## src/rtl/inst_align_queue_if.sv

```systemverilog
// Fetch-side and decode-side handshakes of the instruction align queue.
// master is the queue, slave is the fetch memory / ID stage environment.
interface inst_align_queue_if #(
  parameter int FETCH_HW = 2,
  parameter int PC_W     = 25
);
  logic                    flush_i;
  logic [PC_W-1:0]         flush_pc_i;
  logic                    fetch_req_o;
  logic [PC_W-1:0]         fetch_addr_o;
  logic                    fetch_gnt_i;
  logic                    fetch_valid_i;
  logic [16*FETCH_HW-1:0]  fetch_data_i;
  logic                    id_valid_o;
  logic                    id_ready_i;
  logic [63:0]             instruction_ID_o;
  logic [PC_W-1:0]         PC_ID_o;
  logic [1:0]              inst_len_o;

  modport master (
    input  flush_i, flush_pc_i, fetch_gnt_i, fetch_valid_i, fetch_data_i, id_ready_i,
    output fetch_req_o, fetch_addr_o, id_valid_o, instruction_ID_o, PC_ID_o, inst_len_o
  );

  modport slave (
    output flush_i, flush_pc_i, fetch_gnt_i, fetch_valid_i, fetch_data_i, id_ready_i,
    input  fetch_req_o, fetch_addr_o, id_valid_o, instruction_ID_o, PC_ID_o, inst_len_o
  );
endinterface

```

## src/rtl/inst_align_queue.sv

```systemverilog
// Halfword prefetch queue that splits the fetched stream into V850 instructions
// (1, 2 or 3 halfwords) and hands them to decode one per handshake, with redirect.
module inst_align_queue #(
  parameter int              FETCH_HW = 2,
  parameter int              DEPTH_HW = 8,
  parameter int              PC_W     = 25,
  parameter logic [PC_W-1:0] RESET_PC = '0
) (
  input  logic                clk,
  input  logic                reset,
  inst_align_queue_if.master  bus
);
  localparam int PTR_W  = $clog2(DEPTH_HW);
  localparam int CNT_W  = $clog2(DEPTH_HW + 1);
  localparam int SKIP_W = (FETCH_HW > 1) ? $clog2(FETCH_HW) : 1;
  localparam logic [PC_W-1:0] ALIGN_MASK = ~(PC_W'(FETCH_HW - 1));

  function automatic logic [1:0] len_of(input logic [15:0] h);
    if (h[10:5] == 6'b110001 && h[15:11] == 5'd0) return 2'd3;
    else if (h[10:9] == 2'b11)                     return 2'd2;
    else                                           return 2'd1;
  endfunction

  // Queue depth need not be a power of two, so pointers wrap explicitly.
  function automatic logic [PTR_W-1:0] ptr_add(input logic [PTR_W-1:0] p, input logic [2:0] n);
    logic [PTR_W:0] s;
    s = {1'b0, p} + (PTR_W+1)'(n);
    if (s >= (PTR_W+1)'(DEPTH_HW)) s = s - (PTR_W+1)'(DEPTH_HW);
    return s[PTR_W-1:0];
  endfunction

  function automatic logic [PC_W-1:0] align_down(input logic [PC_W-1:0] a);
    return a & ALIGN_MASK;
  endfunction

  function automatic logic [SKIP_W-1:0] skip_of(input logic [PC_W-1:0] a);
    return SKIP_W'(a & ~ALIGN_MASK);
  endfunction

  logic [15:0]       q [DEPTH_HW];
  logic [PTR_W-1:0]  head, tail;
  logic [CNT_W-1:0]  count, free;
  logic              outstanding, drop;
  logic [SKIP_W-1:0] skip;
  logic [PC_W-1:0]   pc, fetch_addr;

  logic [15:0] h0, h1, h2;
  logic [1:0]  len_raw;
  logic        id_valid, req, accept, resp, push, pop;
  logic [2:0]  push_n, pop_n;
  logic [63:0] inst;

  always_comb begin
    h0       = q[head];
    h1       = q[ptr_add(head, 3'd1)];
    h2       = q[ptr_add(head, 3'd2)];
    len_raw  = len_of(h0);
    id_valid = (count != '0) && (count >= CNT_W'(len_raw));
    free     = CNT_W'(DEPTH_HW) - count;
    req      = !outstanding && (free >= CNT_W'(FETCH_HW));
    accept   = req && bus.fetch_gnt_i;
    resp     = bus.fetch_valid_i && outstanding;
    push     = resp && !drop && !bus.flush_i;
    pop      = id_valid && bus.id_ready_i && !bus.flush_i;
    push_n   = 3'(FETCH_HW) - 3'(skip);
    pop_n    = pop ? {1'b0, len_raw} : 3'd0;
    inst     = '0;
    if (id_valid) begin
      inst[15:0] = h0;
      if (len_raw != 2'd1) inst[31:16] = h1;
      if (len_raw == 2'd3) inst[47:32] = h2;
    end
  end

  assign bus.fetch_req_o      = req;
  assign bus.fetch_addr_o     = fetch_addr;
  assign bus.id_valid_o       = id_valid;
  assign bus.instruction_ID_o = inst;
  assign bus.PC_ID_o          = pc;
  assign bus.inst_len_o       = (count != '0) ? len_raw : 2'd0;

  always_ff @(posedge clk) begin
    if (reset) begin
      head        <= '0;
      tail        <= '0;
      count       <= '0;
      outstanding <= 1'b0;
      drop        <= 1'b0;
      skip        <= skip_of(RESET_PC);
      pc          <= RESET_PC;
      fetch_addr  <= align_down(RESET_PC);
    end else begin
      outstanding <= (outstanding && !resp) || accept;
      if (bus.flush_i) begin
        // Anything still in flight (including a grant taken this cycle) is stale.
        head       <= '0;
        tail       <= '0;
        count      <= '0;
        drop       <= (outstanding && !resp) || accept;
        skip       <= skip_of(bus.flush_pc_i);
        pc         <= bus.flush_pc_i;
        fetch_addr <= align_down(bus.flush_pc_i);
      end else begin
        if (resp) drop <= 1'b0;
        if (push) begin
          tail <= ptr_add(tail, push_n);
          skip <= '0;
        end
        if (pop) begin
          head <= ptr_add(head, pop_n);
          pc   <= pc + PC_W'(len_raw);
        end
        count <= count + CNT_W'(push_n & {3{push}}) - CNT_W'(pop_n);
        if (accept) fetch_addr <= fetch_addr + PC_W'(FETCH_HW);
      end
    end
  end

  always_ff @(posedge clk) begin
    if (push) begin
      for (int k = 0; k < FETCH_HW; k++) begin
        if (k >= int'(skip)) q[ptr_add(tail, 3'(k) - 3'(skip))] <= bus.fetch_data_i[16*k +: 16];
      end
    end
  end
endmodule

```

## src/flat_wrapper.sv

```systemverilog
// flat-port wrapper written by rule: the top's interface ports become plain ports
module inst_align_queue_flat 
#(
  parameter int              FETCH_HW = 2,
  parameter int              DEPTH_HW = 8,
  parameter int              PC_W     = 25,
  parameter logic [PC_W-1:0] RESET_PC = '0
)
  (clk, reset, bus_flush_i, bus_flush_pc_i, bus_fetch_gnt_i, bus_fetch_valid_i, bus_fetch_data_i, bus_id_ready_i, bus_fetch_req_o, bus_fetch_addr_o, bus_id_valid_o, bus_instruction_ID_o, bus_PC_ID_o, bus_inst_len_o);
  inst_align_queue_if #(.FETCH_HW(FETCH_HW), .PC_W(PC_W)) bus_i ();
  input  logic clk;
  input  logic reset;
  input wire logic [$bits(bus_i.flush_i)-1:0] bus_flush_i;
  input wire logic [$bits(bus_i.flush_pc_i)-1:0] bus_flush_pc_i;
  input wire logic [$bits(bus_i.fetch_gnt_i)-1:0] bus_fetch_gnt_i;
  input wire logic [$bits(bus_i.fetch_valid_i)-1:0] bus_fetch_valid_i;
  input wire logic [$bits(bus_i.fetch_data_i)-1:0] bus_fetch_data_i;
  input wire logic [$bits(bus_i.id_ready_i)-1:0] bus_id_ready_i;
  output wire logic [$bits(bus_i.fetch_req_o)-1:0] bus_fetch_req_o;
  output wire logic [$bits(bus_i.fetch_addr_o)-1:0] bus_fetch_addr_o;
  output wire logic [$bits(bus_i.id_valid_o)-1:0] bus_id_valid_o;
  output wire logic [$bits(bus_i.instruction_ID_o)-1:0] bus_instruction_ID_o;
  output wire logic [$bits(bus_i.PC_ID_o)-1:0] bus_PC_ID_o;
  output wire logic [$bits(bus_i.inst_len_o)-1:0] bus_inst_len_o;
  assign bus_i.flush_i = bus_flush_i;
  assign bus_i.flush_pc_i = bus_flush_pc_i;
  assign bus_i.fetch_gnt_i = bus_fetch_gnt_i;
  assign bus_i.fetch_valid_i = bus_fetch_valid_i;
  assign bus_i.fetch_data_i = bus_fetch_data_i;
  assign bus_i.id_ready_i = bus_id_ready_i;
  assign bus_fetch_req_o = bus_i.fetch_req_o;
  assign bus_fetch_addr_o = bus_i.fetch_addr_o;
  assign bus_id_valid_o = bus_i.id_valid_o;
  assign bus_instruction_ID_o = bus_i.instruction_ID_o;
  assign bus_PC_ID_o = bus_i.PC_ID_o;
  assign bus_inst_len_o = bus_i.inst_len_o;
  inst_align_queue #(.FETCH_HW(FETCH_HW), .DEPTH_HW(DEPTH_HW), .PC_W(PC_W), .RESET_PC(RESET_PC)) u_core (.clk(clk), .reset(reset), .bus(bus_i));
endmodule
```

## config.mk

```make
export PLATFORM = sky130hd
export DESIGN_NAME = inst_align_queue_flat
export DESIGN_NICKNAME = d
export VERILOG_FILES = /design/src/rtl/inst_align_queue_if.sv /design/src/rtl/inst_align_queue.sv /design/src/flat_wrapper.sv
export SDC_FILE = /design/constraint.sdc
export NUM_CORES = 1
export LEC_CHECK = 0
export BUFFER_PORTS_ARGS = -buffer_cell sky130_fd_sc_hd__buf_2
export CAP_MARGIN = 20
export CORE_UTILIZATION = 25
export DETAILED_ROUTE_END_ITERATION = 7
export GPL_TIMING_DRIVEN = 0
export PLACE_DENSITY = 0.39
export SETUP_SLACK_MARGIN = 0.1
export SYNTH_ARGS = -nofsm -noshare
export SYNTH_HDL_FRONTEND = slang
export SYNTH_SLANG_ARGS = --single-unit
```

## constraint.sdc

```tcl
create_clock -name clk -period 9.19 [get_ports clk]
set_input_delay 1.838 -clock clk [delete_from_list [all_inputs] [get_ports clk]]
set_output_delay 1.838 -clock clk [all_outputs]
set_load 0.01 [all_outputs]
```

# ---- Word level (Yosys, flattened, before mapping)
# Memory sizes are Yosys's and may differ from the RTL's. A register that Yosys moved wholly into a read port is not among the register bits.
# Index checks and enable logic that the tools add are counted.
dict set report totals {
  ff_bits 63
  memories 1
  out_inout_bits 118
  ram_bits 128
  word_cells 97
}
# memory depth width rd rd_ports_with_merged_regs wr line_no
set mem_list {}
lappend mem_list {u_core.q 8 16 3 1 2 inst_align_queue.sv:40} ;# logic [15:0] q [DEPTH_HW];
dict set report classes {
  muxes 31
  eq_ne 4
  order_cmp 9
  reduce_logical 22
  n_bitwise 1
  add_sub_neg 20
}
# cell n
set op_table {}
lappend op_table {{25-bit two-way mux} 4}
lappend op_table {{48-bit two-way mux} 1}
lappend op_table {{3-bit two-way mux} 11}
lappend op_table {{16-bit two-way mux} 2}
lappend op_table {{25-bit by 2-bit adder with 25-bit output} 1}
lappend op_table {{25-bit by 2-bit adder with 25-bit output (second input constant)} 1}
lappend op_table {{4-bit >= comparator (second input constant)} 6}
lappend op_table {{3-bit by 1-bit subtractor with 3-bit output (second input constant)} 6}
lappend op_table {{3-bit by 3-bit adder with 4-bit output} 3}
lappend op_table {{1-bit logical AND} 10}
lappend op_table {{1-bit two-way mux} 9}
lappend op_table {{2-bit two-way mux} 4}
lappend op_table {{2-bit nonzero test} 4}
lappend op_table {{6-bit equality test (second input constant)} 1}
lappend op_table {{5-bit logical NOT} 1}
lappend op_table {{3-bit by 1-bit adder with 4-bit output (second input constant)} 1}
lappend op_table {{3-bit by 2-bit adder with 4-bit output} 1}
lappend op_table {{3-bit by 2-bit adder with 4-bit output (second input constant)} 1}
lappend op_table {{4-bit adder} 1}
lappend op_table {{2-bit equality test (second input constant)} 2}
lappend op_table {{4-bit by 2-bit >= comparator with 1-bit output} 1}
lappend op_table {{4-bit by 2-bit >= comparator with 1-bit output (second input constant)} 1}
lappend op_table {{1-bit logical NOT} 4}
lappend op_table {{4-bit nonzero test} 1}
lappend op_table {{9 further kinds} 10}

# ---- Depth between registers and ports, before layout
# Gate-level depths: netlist of the first run.
dict set report logic_depth {
  ltp_word 13
  ltp_mapped 23
  mapped_depth_nobuf 18
}

# ---- Worst setup path after synthesis of the first run
# OpenSTA, ideal clock, no wires.
dict set report synth_path {
  kind {reg2out}
  startpoint {reg with a tool-made name}
  endpoint {out bus_instruction_ID_o[33]}
  n_path_buf 4
  stages_incl_launch_ff 16
  slack_ns 3.710
  arrival_time_ns 3.642
  t_required_ns 7.352
  cell_sequence {dfxtp_1 buf_6 mux4_2 nor4b_2 nor2_1 or4_1 buf_6 buf_6 o21ai_0 ha_1 nor2b_1 o211a_1 inv_1 nand2b_1 buf_1 nor4_1}
}
# item line_no
set synth_rtl {}
lappend synth_rtl {{to (decl)} flat_wrapper.sv:22} ;# output wire logic [$bits(bus_i.instruction_ID_o)-1:0] bus_instruction_ID_o;

==> out/results.ini, run 1 <==
[die]
start_util_pct = 25.5
die_h_um = 229
core_mm2 = 0.0504
die_x_um = 229
rows = 82
die_area_mm2 = 0.0522
io_pins = 181

[detailed_routing]
vias_per_cell = 5.22
vias = 10300
drtPass1Iterations = 7
drtAntennaViolNets = 0
totalWireLength_mm = 50.6
wl_per_cell_um = 25.7
drcViolationCount = 0
drt_iter0_drc = 845

[timing]
post-route-period-util_pct = 87.0
max_freq_mhz = 125
period_minus_slack_ns = 8.00
hold_violations = 0
setup_viol = 0
max_slew_margin_pct = 20.3
rsz0062_at_grt = false
layout_setup_ws_ns = 1.19
drv_slew = 0
tightest_slew_ns = 1.20
finalSetupTns_ns = 0
clock_skew_ns = 0.0104

[setup_path]
reg2reg_to = u_core.count[2]
start_kind = flip-flop
path_max_fanout = 10
cp.arrival_ns = 6.16
rrSetupSlack_ns = 2.86
endpoint_kind = primary output
worstRegToRegCells = 22
critical_path_required_ns = 7.35
path_class = reg -> out

[synthesis]
syn_area_mm2 = 0.0128
post_synth.cell_area_avg_um2 = 12.0
seq_area_frac_synth_pct = 40.1
async_flop_share_pct = 0
synth_ff_type = edfxtp_1
synthCells = 1070
ys_ff_latch = 193
synth_edf_count = 128
ys_types = 61
yosysWarnings = 0

[cells_and_area]
area_delta_synth_final_pct = 20.8
fill_cells = 5217
antenna_cells = 0
nNetsFinal = 1372
layout-drive-gt1-share_pct = 37.3

[min_path]
min_to = u_core.tail[0]
worst_hold_startpoint = u_core.tail[0]
whs_path_depth = 2
hold_path_class = reg -> reg

[cts]
cts.sinks = 193
htreeDepth = 4
cts_hold_buf = 0
cts_made_buffers = 17
root_buffer = clkbuf_16
clock_latency_ns = 0.50
post_cts_buffers = 0
clkTransAtPathRegs_ns = 0.08
clockBufferDepth = 2
cts-resized-gates = 0
cts_tree = done

[run]
cap_violations = 0

[placement]
dp_hpwl_mm = 36.3
dp_slack_ns = 1.69
numPortBuffers = 163
gp_congestion = 0.834

[grt]
grt_usage_pct = 19.5
grt_max_degree = 19
antenna_found_initial = 3
grt_pass1_wl_mm = 72.9
overflow = 0
grt_pass1_vias = 10300

[power]
power_density_mw_per_mm2 = 130
power_leakage_nw = 5.31
ir_drop_uv = 180

[run_status]
status = completed

-- cell type report --
class | count | area (um^2) | area share [%]
Tap cell | 672 | 841 | 5.43
Timing Repair Buffer | 181 | 1110 | 7.16
Clock buffer | 17 | 425 | 2.75
Multi-Input combinational cell | 756 | 7210 | 46.5
Sequential cell | 193 | 5140 | 33.2
Inverter | 47 | 176 | 1.14
Clock inverter | 15 | 148 | 0.953
Buffer | 90 | 442 | 2.85
-- how the worst max path moves through the flow --
stage,cells after the start,slack [ns],end,from
final,15,1.19,bus_instruction_ID_o[21],flip-flop
after global routing,16,0.88,bus_instruction_ID_o[21],flip-flop
after CTS,16,1.11,bus_instruction_ID_o[21],flip-flop
after detailed placement,16,1.69,bus_instruction_ID_o[21],flip-flop
after global placement,16,1.72,bus_instruction_ID_o[21],flip-flop
after floorplan,15,3.71,bus_instruction_ID_o[33],flip-flop
-- cell usage after synthesis (9+ instances only) --
cell | count | area share (%)
a21oi_1 | 45 | 1.8
nor2_1 | 42 | 1.2
o21a_1 | 15 | 0.88
xnor2_1 | 11 | 0.75
xor2_1 | 9 | 0.61
a21boi_0 | 10 | 0.59
nor3_1 | 34 | 1.3
nand2_1 | 69 | 2.0
o31a_1 | 48 | 3.3
clkbuf_1 | 45 | 1.3
nor4_1 | 32 | 1.6
mux2i_1 | 32 | 2.5
inv_1 | 47 | 1.4
buf_4 | 18 | 1.1
nand3_1 | 27 | 1.1
edfxtp_1 | 128 | 30
mux2_2 | 128 | 11
buf_1 | 18 | 0.53
nand4_1 | 13 | 0.63
ha_1 | 17 | 1.7
dfxtp_1 | 65 | 10
o21ai_0 | 16 | 0.62
mux4_2 | 94 | 16
-- per-stage QoR --
step	hold slack, ns	cell area [um^2]	instances	util [%]	power [mW]
floorplan	0.488	12900	1086	-	1.14
global placement	0.515	14500	1921	28.9	1.26
detailed placement	0.535	14900	1934	29.5	1.26
CTS	0.549	15400	1966	30.6	2.04
global route	0.579	15500	1971	30.8	2.09
finish	0.543	15500	1971	30.8	2.02
-- logic make-up after synthesis --
group,count (synthesis),synth area share [%]
AO/OA/AOI/OAI,169,9.39
XOR/XNOR,20,1.37
adder cells (fa/ha/maj),23,2.59
buffers and inverters,137,4.82
flip-flops,193,40.1
multiplexers,256,30.6
other,1,0.0292
AND/OR/NAND/NOR,271,11.1
-- worst max-delay path: stages (launching register included) --
cell and delay (ns):
dfxtp_1 0.34, clkbuf_1 0.49, or2_0 0.45, o22ai_1 0.15, o41ai_2 0.54, nand3_1 0.52, buf_4 0.41, o21ai_0 0.33
ha_1 0.30, nor2b_1 0.11, o211a_1 0.24, inv_1 0.16, nand2b_1 0.28, buf_1 0.84, a21oi_1 0.25, buf_2 0.23
-- cells in the final DEF (no fill, tap or decap), types with 34 or more instances in the layout --
master | netlist | layout
mux4_2 | 94 | 94
o31a_1 | 48 | 48
clkbuf_1 | 45 | 45
a21oi_1 | 45 | 45
nor2_1 | 42 | 42
inv_1 | 47 | 47
nor3_1 | 34 | 34
buf_2 | 5 | 168
edfxtp_1 | 128 | 128
nand2_1 | 69 | 69
mux2_2 | 128 | 128
dfxtp_1 | 65 | 65
-- power by group --
part | total (mW) | switching [mW] | leakage (nW) | internal, mW
clock network | 0.777 | 0.397 | 0.273 | 0.380
logic | 0.267 | 0.157 | 3.34 | 0.109
registers | 0.976 | 0.0282 | 1.69 | 0.947
total | 2.02 | 0.582 | 5.31 | 1.44
-- flip-flops by register name, summed over array words and instances (netlist names), named ones only --
signal,flops
u_core.skip,1
u_core.q,128
u_core.head,3
u_core.count,4
u_core.tail,3
u_core.bus.fetch_addr_o,24
u_core.outstanding,1
u_core.drop,1
u_core.bus.PC_ID_o,25
-- per-layer routing --
metal / global-route usage, % / up-vias / routed length [um]
li1: - / 4597 / -
met1: 26.2 / 5246 / 22800
met2: 31.5 / 370 / 24000
met3: 2.86 / 77 / 2310
met4: 7.59 / 4 / 1480
met5: 0 / - / 22
No activity file was read; power rests on OpenSTA's default activity.
==> run 2, diff against run 1 <==
--- a/config.mk
+++ b/config.mk
@@ -6,8 +6,9 @@
 export NUM_CORES = 1
 export LEC_CHECK = 0
 export BUFFER_PORTS_ARGS = -buffer_cell sky130_fd_sc_hd__buf_2
-export CAP_MARGIN = 20
+export CAP_MARGIN = 15
 export CORE_UTILIZATION = 25
+export CTS_BUF_LIST = sky130_fd_sc_hd__clkbuf_4 sky130_fd_sc_hd__clkbuf_8
 export DETAILED_ROUTE_END_ITERATION = 7
 export GPL_TIMING_DRIVEN = 0
 export PLACE_DENSITY = 0.39
==> run 2 against run 1 <==
  * First-iteration DRC count rose by 11%
  * Sequential power is essentially flat
  * Critical path type unchanged
  * Critical path depth grew 1
  * Hold slack is essentially flat
  * Count of clock-buffer cells in the layout unchanged
  * Non-clock buffer count down 6
  * Maximum frequency shrank 2.6%
==> out/results.ini, run 2 (synthesis gave the netlist of run 1 again) <==
[detailed_routing]
drtPass1Iterations = 7
vias = 10300
drtAntennaViolNets = 0
drt_iter0_drc = 940
wl_per_cell_um = 25.7
drcViolationCount = 0
vias_per_cell = 5.23
totalWireLength_mm = 50.6

[cts]
post_cts_buffers = 0
clock_latency_ns = 0.59
cts_made_buffers = 17
cts_hold_buf = 0
cts_tree = done
clkTransAtPathRegs_ns = 0.12
cts-resized-gates = 0
htreeDepth = 4
clockBufferDepth = 2
root_buffer = clkbuf_8
cts.sinks = 193

[placement]
gp_congestion = 0.834
dp_hpwl_mm = 36.0
post_dp_cell_area_mm2 = 0.0148
placedCellCount = 1930
numPortBuffers = 163
dp_slack_ns = 1.63

[power]
power_density_mw_per_mm2 = 123
power_leakage_nw = 5.21
ir_drop_uv = 122
total_power_mw = 1.88

[setup_path]
path_max_fanout = 10
critical_path.top_delay_family = buffers and inverters
critical_path_required_ns = 7.35
cp_num_buf_inv = 6
cp.arrival_ns = 6.38
endpoint_kind = primary output
slowest_stage = buf_1
path_class = reg -> out
start_kind = flip-flop
crit_chain = clkbuf_1 -> buf_1 -> o311ai_0 -> o21ai_0 -> o41ai_2 -> nand3_1 -> buf_4 -> o21ai_0 -> ha_1 -> nor2b_1 -> o211a_1 -> inv_1 -> nand2b_1 -> buf_1 -> a21oi_1 -> buf_2
critical_path.max_stage_delay_ns = 0.86

[timing]
max_freq_mhz = 122
hold_violations = 0
period_minus_slack_ns = 8.21
drv_slew = 0
rsz0062_at_grt = false
layout_setup_ws_ns = 0.977
finalSetupTns_ns = 0
setup_viol = 0
clock_skew_ns = 0.0216
tightest_slew_ns = 1.28
max_slew_margin_pct = 14.9
post-route-period-util_pct = 89.4

[min_path]
hold_path_class = reg -> reg

[die]
die_x_um = 229
io_pins = 181
die_area_mm2 = 0.0522
die_h_um = 229
rows = 82
core_mm2 = 0.0504
start_util_pct = 25.5

[grt]
grt_pass1_vias = 10200
overflow = 0
antenna_found_initial = 3
grt_pass1_wl_mm = 72.9
grt_usage_pct = 19.5
grt_max_degree = 20

[cells_and_area]
largest_reg_flops = 128
layout-drive-gt1-share_pct = 37.0
final_area_mm2 = 0.0153
layout_common_cells = buf_2, mux2_2, edfxtp_1
stdcell_count = 1966
nNetsFinal = 1366
final_common_cell = buf_2
regMostFlops = u_core.q
area_delta_synth_final_pct = 19.1

[run_status]
status = completed

[run]
cap_violations = 0

run 2: cell types whose count changed in the layout (fill, tap and decap cells not counted), moves of 2 or more:
cell        delta
buf_6          -4
clkinv_8       +2
clkbuf_8      +17
clkinvlp_4     -2
inv_6          +4
clkbuf_16     -17
clkinv_4       -2
run 2: per-layer routing:
layer / vias up / part of all wire, % / wire (um) / global-route usage, %
met5: - / 0.022 / 11 / 0
met4: 2 / 2.8 / 1390 / 6.90
met3: 66 / 5.4 / 2750 / 3.87
met2: 391 / 47 / 24000 / 31.2
met1: 5235 / 44 / 22500 / 26.0
li1: 4587 / - / - / -
run 2: final timing paths:
| kind | depth (start not counted) | start | slack [ns] | endpoint |
|---|---|---|---|---|
| setup reg to reg | 22 | flip-flop | 2.74 | u_core.count[2] |
| setup / recovery | 16 | flip-flop | 0.98 | bus_instruction_ID_o[21] |
| hold / removal | 2 | u_core.tail[0] | 0.54 | u_core.tail[0] |
| hold reg to reg | 2 | u_core.tail[0] | 0.54 | u_core.tail[0] |
run 2: final cells by class:
| class | instances | area (um^2) |
|---|---|---|
| buffer | 90 | 442 |
| multi-input combinational | 756 | 7210 |
| sequential | 193 | 5140 |
| fill | 5240 | 35100 |
| inverter | 47 | 176 |
| timing repair buffer | 175 | 1040 |
| tap | 672 | 841 |
| clock buffer | 17 | 234 |
| antenna | 1 | 2.50 |
| clock inverter | 15 | 191 |
run 2: metrics by stage:
step | util, % | hold WS [ns]
after floorplan | - | 0.488
after global placement | 28.9 | 0.515
after detailed placement | 29.4 | 0.531
after CTS | 30.3 | 0.548
after global routing | 30.3 | 0.580
final | 30.3 | 0.543
run 2: power breakdown:
part	leakage, nW	switching (mW)	total, mW	internal, mW
logic	3.31	0.159	0.268	0.109
registers	1.69	0.0283	0.976	0.948
clock network	0.214	0.380	0.635	0.255
run 2: tightest hold or removal path, delay by kind of cell (launching register included):
family	cells	cell delay (ns)
flip-flops	1	0.35
AND/OR/NAND/NOR	2	0.16
